**config.mk**
```make
export PLATFORM = sky130hd
export DESIGN_NAME = seq_det_n
export DESIGN_NICKNAME = d
export VERILOG_FILES = /design/src/rtl/seq_det_n_pkg.sv /design/src/rtl/seq_det_n_sat_cnt.sv /design/src/rtl/seq_det_n.sv
export SDC_FILE = /design/constraint.sdc
export NUM_CORES = 1
export LEC_CHECK = 0
export CORE_MARGIN = 2
export CORE_UTILIZATION = 40
export CTS_BUF_LIST = sky130_fd_sc_hd__clkbuf_16
export DETAILED_ROUTE_END_ITERATION = 6
export SLEW_MARGIN = 40
export SYNTH_ARGS = -nofsm -noshare
export SYNTH_HDL_FRONTEND = slang
export SYNTH_SLANG_ARGS = --single-unit
export TNS_END_PERCENT = 20
```
**constraint.sdc**
```tcl
create_clock -name clk -period 3.6 [get_ports clk]
set_clock_uncertainty 0.1 [all_clocks]
set_input_delay 0.72 -clock clk [delete_from_list [all_inputs] [get_ports clk]]
set_output_delay 0.72 -clock clk [all_outputs]
set_load 0.02 [all_outputs]
```
**src/rtl/seq_det_n_pkg.sv**
```systemverilog
// seq_det_n shared constants and types.
// Default pattern geometry shared by RTL and bench.
package seq_det_n_pkg;

  localparam int SEQ_N = 5;
  localparam logic [SEQ_N-1:0] SEQ_PATTERN = 5'b10110;

  typedef enum logic {
    ST_FILL = 1'b0,
    ST_RUN  = 1'b1
  } seq_state_e;

endpackage

```
**src/rtl/seq_det_n_sat_cnt.sv**
```systemverilog
// sat_cnt: saturating up-counter with sync clear.
// Clear wins over increment; holds at all-ones.
module sat_cnt #(
  parameter int W = 8
) (
  input  logic         clk,
  input  logic         rst,
  input  logic         clr,
  input  logic         inc,
  output logic [W-1:0] q
);

  localparam logic [W-1:0] MAX = '1;

  logic [W-1:0] r_q;

  // count up on inc, stop at MAX, clr to zero
  always_ff @(posedge clk or negedge rst) begin
    if (!rst) begin
      r_q <= '0;
    end else if (clr) begin
      r_q <= '0;
    end else if (inc && (r_q != MAX)) begin
      r_q <= r_q + W'(1);
    end
  end

  assign q = r_q;

endmodule

```
**src/rtl/seq_det_n.sv**
```systemverilog
// seq_det_n: serial pattern detector, loadable pattern.
// Overlap select, clock enable, saturating hit count.
module seq_det_n
  import seq_det_n_pkg::*;
#(
  parameter int             N       = SEQ_N,
  parameter logic [N-1:0]   PATTERN = SEQ_PATTERN,
  parameter bit             OVERLAP = 1'b1,
  parameter int             CNT_W   = 8
) (
  input  logic             clk,
  input  logic             rst,
  input  logic             en,
  input  logic             x,
  input  logic             clr,
  input  logic [N-1:0]     pat_in,
  input  logic             pat_we,
  output logic             o,
  output logic [CNT_W-1:0] hits
);

  localparam int FW = $clog2(N + 1);
  localparam logic [FW-1:0] FULL = FW'(N);

  seq_state_e   r_state;
  seq_state_e   w_state_nxt;
  logic [N-1:0] r_hist;
  logic [N-1:0] r_pat;
  logic [FW-1:0] r_fill;
  logic         r_o;

  logic [N-1:0]  w_hist_sh;
  logic [FW-1:0] w_fill_sh;
  logic          w_sample;
  logic          w_match;
  logic [N-1:0]  w_hist_nxt;
  logic [N-1:0]  w_pat_nxt;
  logic [FW-1:0] w_fill_nxt;
  logic          w_o_nxt;

  // post-shift view of history and fill for this edge
  always_comb begin
    w_sample  = en & ~clr & ~pat_we;
    w_hist_sh = {r_hist[N-2:0], x};
    w_fill_sh = (r_state == ST_FILL) ? r_fill + FW'(1) : r_fill;
    w_match   = w_sample &&
                (w_fill_sh == FULL) &&
                (w_hist_sh == r_pat);
  end

  // next-state: clr/pat_we restart, else shift on en
  always_comb begin
    w_hist_nxt = r_hist;
    w_pat_nxt  = r_pat;
    w_fill_nxt = r_fill;
    w_o_nxt    = 1'b0;
    if (clr) begin
      w_fill_nxt = '0;
    end
    if (pat_we) begin
      w_pat_nxt  = pat_in;
      w_fill_nxt = '0;
    end
    if (w_sample) begin
      w_hist_nxt = w_hist_sh;
      w_fill_nxt = w_fill_sh;
      if (w_match) begin
        w_o_nxt = 1'b1;
        if (!OVERLAP) begin
          w_fill_nxt = '0;
        end
      end
    end
    w_state_nxt = (w_fill_nxt == FULL) ? ST_RUN : ST_FILL;
  end

  // history, fill, pattern, detect pulse and FSM state
  always_ff @(posedge clk or negedge rst) begin
    if (!rst) begin
      r_state <= ST_FILL;
      r_hist  <= '0;
      r_pat   <= PATTERN;
      r_fill  <= '0;
      r_o     <= 1'b0;
    end else begin
      r_state <= w_state_nxt;
      r_hist  <= w_hist_nxt;
      r_pat   <= w_pat_nxt;
      r_fill  <= w_fill_nxt;
      r_o     <= w_o_nxt;
    end
  end

  sat_cnt #(
    .W (CNT_W)
  ) u_hits (
    .clk (clk),
    .rst (rst),
    .clr (clr),
    .inc (w_match),
    .q   (hits)
  );

  assign o = r_o;

endmodule

```
== Yosys cells after proc, flatten, opt, wreduce, memory -nomap -nowiden ==
Index checks and enable logic that the tools add are counted.
Cells by class
  add/sub/neg operators: 2
  bitwise operators: 4
  equality and inequality tests: 4
  reduce and logical (&&, ||, !) cells: 4
  mux-type cells: 9
Operator list (number)
  two-way mux 8 bit: 2
  two-way mux 3 bit: 4
  adder 8 x 1 -> 8 bit (second input constant): 1
  inequality test 8 bit (second input constant): 1
  equality test 3 bit (second input constant): 2
  equality test 5 bit: 1
  adder 3 x 1 -> 3 bit (second input constant): 1
  logical AND 1 bit: 3
  two-way mux 1 bit: 3
  AND 1 bit: 2
  inverter 1 bit: 2
  nonzero test 2 bit: 1
Word-level totals
  logic and storage cells: 29
  bits in registers: 22
  input port bits: 11

== Logic depth before layout (Yosys ltp) ==
  depth in word-level cells: 8
  gate-level depth with buffers: 7
  mapped depth without buffers: 6

== Modules after synthesis ==
Synthesis repeated with hierarchy kept, for this count alone.
Second synthesis, totals
  cell total of the unflattened synthesis: 100
  area total of the unflattened synthesis: 1136.1 sq um
By module, submodules not included
  seq_det_n: times used 1, cells each 51, area each 671.9 sq um, sequential area each 354.1 sq um
  sat_cnt: times used 1, cells each 49, area each 464.2 sq um, sequential area each 200.2 sq um

== Worst setup path after synthesis ==
OpenSTA, ideal clock, no wires.
  path kind: input to register
  start: input pat_we
  end: register u_hits.r_q[1], in the netlist u_hits.q[1]
  data arrival time: 2.394 ns
  path buffers: 2
  required time: 3.422 ns
  setup slack: 1.028 ns
  cell stages on the path: 7
  cell sequence: buf_6 > or3b_1 > clkbuf_2 > or4_1 > or4b_1 > nor2b_1 > o2bb2ai_1
Between the ends
  cells in the longest elaborated chain, start to end: 6
Ends and longest elaborated chain
  from (decl): RTL line seq_det_n.sv:17  | input logic pat_we,
  inverter 1 bit: RTL line seq_det_n.sv:43  | w_sample = en & ~clr & ~pat_we;
  AND 1 bit: RTL line seq_det_n.sv:43
  logical AND 1 bit: RTL line seq_det_n.sv:46  | w_match = w_sample &&
  logical AND 1 bit: RTL line seq_det_n.sv:47  | (w_fill_sh == FULL) &&
  logical AND 1 bit: RTL line seq_det_n_sat_cnt.sv:23  | end else if (inc && (r_q != MAX)) begin
  nonzero test 2 bit (no source line)
  to (signal assigned): RTL line seq_det_n_sat_cnt.sv:24  | r_q <= r_q + W'(1);
  to (decl): RTL line seq_det_n_sat_cnt.sv:15  | logic [W-1:0] r_q;
Every way passes these cells.
A chain may end at the register's enable or synchronous reset.

== Worst setup path in the final report ==
  start: input en
  end: register u_hits.r_q[1], in the netlist u_hits.q[1]
Between the ends
  cells in the longest elaborated chain, start to end: 6
Ends and longest elaborated chain
  from (decl): RTL line seq_det_n.sv:13  | input logic en,
  AND 1 bit (2 in series): RTL line seq_det_n.sv:43
  logical AND 1 bit: RTL line seq_det_n.sv:46
  logical AND 1 bit: RTL line seq_det_n.sv:47
  logical AND 1 bit: RTL line seq_det_n_sat_cnt.sv:23
  nonzero test 2 bit (no source line)
Every way passes these cells.

==> results.py <==
metrics = {
    "timing": {
        "rsz0062_at_grt": "false",
        "period_share": 0.760,
        "tightest_slew_ns": 0.487,
        "slew_violations": 0,
        "hold_viol": 0,
        "finalSetupViolCount": 0,
        "max_freq_mhz": 366,
        "fin_crit_ns": 2.74,
        "fin_tns_setup_ns": 0,
        "slew_headroom": 0.675,
    },
    "setup_path": {
        "crit_path_max_fanout": 6,
        "cp-end-kind": "register",
        "cp-start-kind": "input pin",
        "crit_arrival_ns": 2.81,
        "worst_ep_required_time_ns": 3.68,
        "crit_type": "in -> reg",
    },
    "route": {
        "drt_wl_total_um": 2100,
        "via_count": 826,
        "antenna_left": 0,
        "drcViolationCount": 0,
        "m1WireLength_um": 983,
        "wl_met2_um": 1020,
        "vias_per_cell": 5.23,
        "dr_wl_met3_um": 89,
        "wl_per_cell_um": 13.3,
        "drt-initial-drc-count": 9,
        "firstDrtPassIters": 4,
        "top_layer": "met4",
    },
    "placed_design": {
        "gp_congestion": 0.740,
        "port_buffers": 19,
        "place_area_sq_mm": 0.00134,
        "dp_hpwl_um": 1550,
    },
    "clock_tree": {
        "ctsHoldBuffers": 0,
        "cts_resized": 0,
        "cts_buffer_depth": 2,
        "cts_tree": "yes",
        "clock-sinks": 22,
        "ctsRootBufferMaster": "clkbuf_16",
        "htreeDepth": 1,
        "clkSlewWorstSetupHoldPaths_ns": 0.06,
        "cts_buffers": 3,
        "cts_setup_buffers": 0,
        "insertion_delay_ns": 0.25,
    },
    "floorplan": {
        "die_h_um": 56.8,
        "num_io_pins": 20,
        "dieArea_sq_mm": 0.00323,
        "core_sq_mm": 0.00271,
        "die_w_um": 56.8,
        "start_util": 0.411,
        "rows": 19,
    },
    "synth": {
        "ys_seq_area_frac": 0.497,
        "ys.flop_type": "dfrtp_1",
        "ys_types": 30,
        "synth_seq_cells": 22,
        "netlist_area_sq_mm": 0.00111,
        "yosysWarnings": 0,
        "synth_area_per_cell_sq_um": 10.6,
        "postSynthCellCount": 105,
        "synth_edf_count": 0,
        "synth_nets": 118,
        "synthArstFlopShare": 1.00,
    },
    "layout": {
        "fin_area_sq_mm": 0.00144,
        "drive_above_1_share": 0.165,
        "layout_common_cells": "dfrtp_1, clkdlybuf4s50_1, mux2_2",
        "final_common_cell": "dfrtp_1",
        "area_growth_pct": 29.3,
        "finalNetCount": 141,
        "n_antenna_cell": 0,
    },
    "global_route": {
        "overflow": 0,
        "track_usage": 0.141,
        "grt_max_degree": 23,
        "grt_pass1_wl_um": 3520,
        "antenna_found_initial": 0,
        "first_global_vias": 819,
    },
    "flow_run": {
        "maxCapViolations": 0,
    },
    "power_and_ir_drop": {
        "ir_drop_uv": 348,
        "powerDensity_mw_per_mm2": 472,
        "total_power_uw": 680,
        "p_leak_nw": 0.591,
    },
    "run_status": {
        "status": "finished clean",
    },
    "min_path": {
        "hp-class": "in -> async",
    },
}
## layout make-up
type	instances	area [sq um]
Multi-Input combinational cell	77	528
Clock inverter	1	30.0
Tap cell	31	38.8
Timing Repair Buffer	22	208
Sequential cell	22	554
Clock buffer	3	75.1
Inverter	2	7.51
Fill cell	269	1270
## worst max-delay path, stage by stage
cell	delay [ns]
clkdlybuf4s50_1	0.47
or3b_1	0.45
or4_1	0.42
or4b_1	0.51
nor2b_1	0.13
o2bb2ai_1	0.11
## where the power goes
group	leakage (nW)	internal (mW)	switching, mW
sequential	0.284	0.273	0.0188
clock	0.0511	0.221	0.0855
combinational	0.256	0.0449	0.0380
## cells in the mapped netlist (2+ instances only)
master     n  share of area
xnor2_1    2          0.016
xor2_1     6          0.047
dfrtp_1   19           0.43
or4_1      2          0.013
ha_1       2          0.022
nand2_1    3          0.010
clkbuf_2   2         0.0090
a21oi_1    7          0.031
and3_1     3          0.017
or3_1      6          0.034
nand2b_1   2          0.011
inv_1      2         0.0067
dfstp_2    3          0.071
nand3_1    7          0.031
nor2_1     5          0.017
nor3_1     4          0.018
nor2b_1    3          0.017
o21ai_0    7          0.031
mux2_2     9          0.091
## final timing paths
path | end | startpoint | slack, ns | cells past startpoint
min in group clk | r_pat[0]$_DFFE_PN0P_ | r_pat[0]$_DFFE_PN0P_ | 0.43 | 1
worst max register to register | u_hits.q[0]$_DFFE_PN0P_ | r_fill[0]$_DFF_PN0_ | 1.24 | 6
worst max-delay path | u_hits.q[1]$_DFFE_PN0P_ | en | 0.86 | 6
max in group asynchronous | r_pat[2]$_DFFE_PN1P_ | rst | 2.72 | 1
worst min-delay path | u_hits.q[0]$_DFFE_PN0P_ | rst | 0.32 | 1
worst min register to register | r_pat[0]$_DFFE_PN0P_ | r_pat[0]$_DFFE_PN0P_ | 0.43 | 1
## logic make-up after synthesis
logic type | count (synthesis) | share of synthesized area
xor+xnor | 8 | 0.0629
fa+ha+maj | 2 | 0.0224
flops | 22 | 0.497
compound gates | 16 | 0.0763
simple gates | 42 | 0.221
mux | 9 | 0.0909
buf+inv | 6 | 0.0292
## metrics by stage
step | hold WS (ns) | worst slack, ns | utilization | instances
floorplan | 0.324 | 1.03 | - | 105
finish | 0.325 | 0.865 | 0.532 | 158
detailed placement | 0.417 | 0.608 | 0.493 | 154
CTS | 0.337 | 0.864 | 0.532 | 158
global route | 0.365 | 0.768 | 0.532 | 158
global placement | 0.410 | 0.661 | 0.495 | 154
## per-layer routing
layer  track usage  vias up
li1              -      422
met1         0.180      385
met2         0.231       17
met3        0.0300        2
met4        0.0598        0
met5             0        -
## flip-flops by register name, indices dropped and copies added (netlist names)
signal and count:
r_fill 3, o 1, r_hist 4, r_pat 5, r_state 1, u_hits.q 8
No activity file was read; power rests on OpenSTA's default activity.
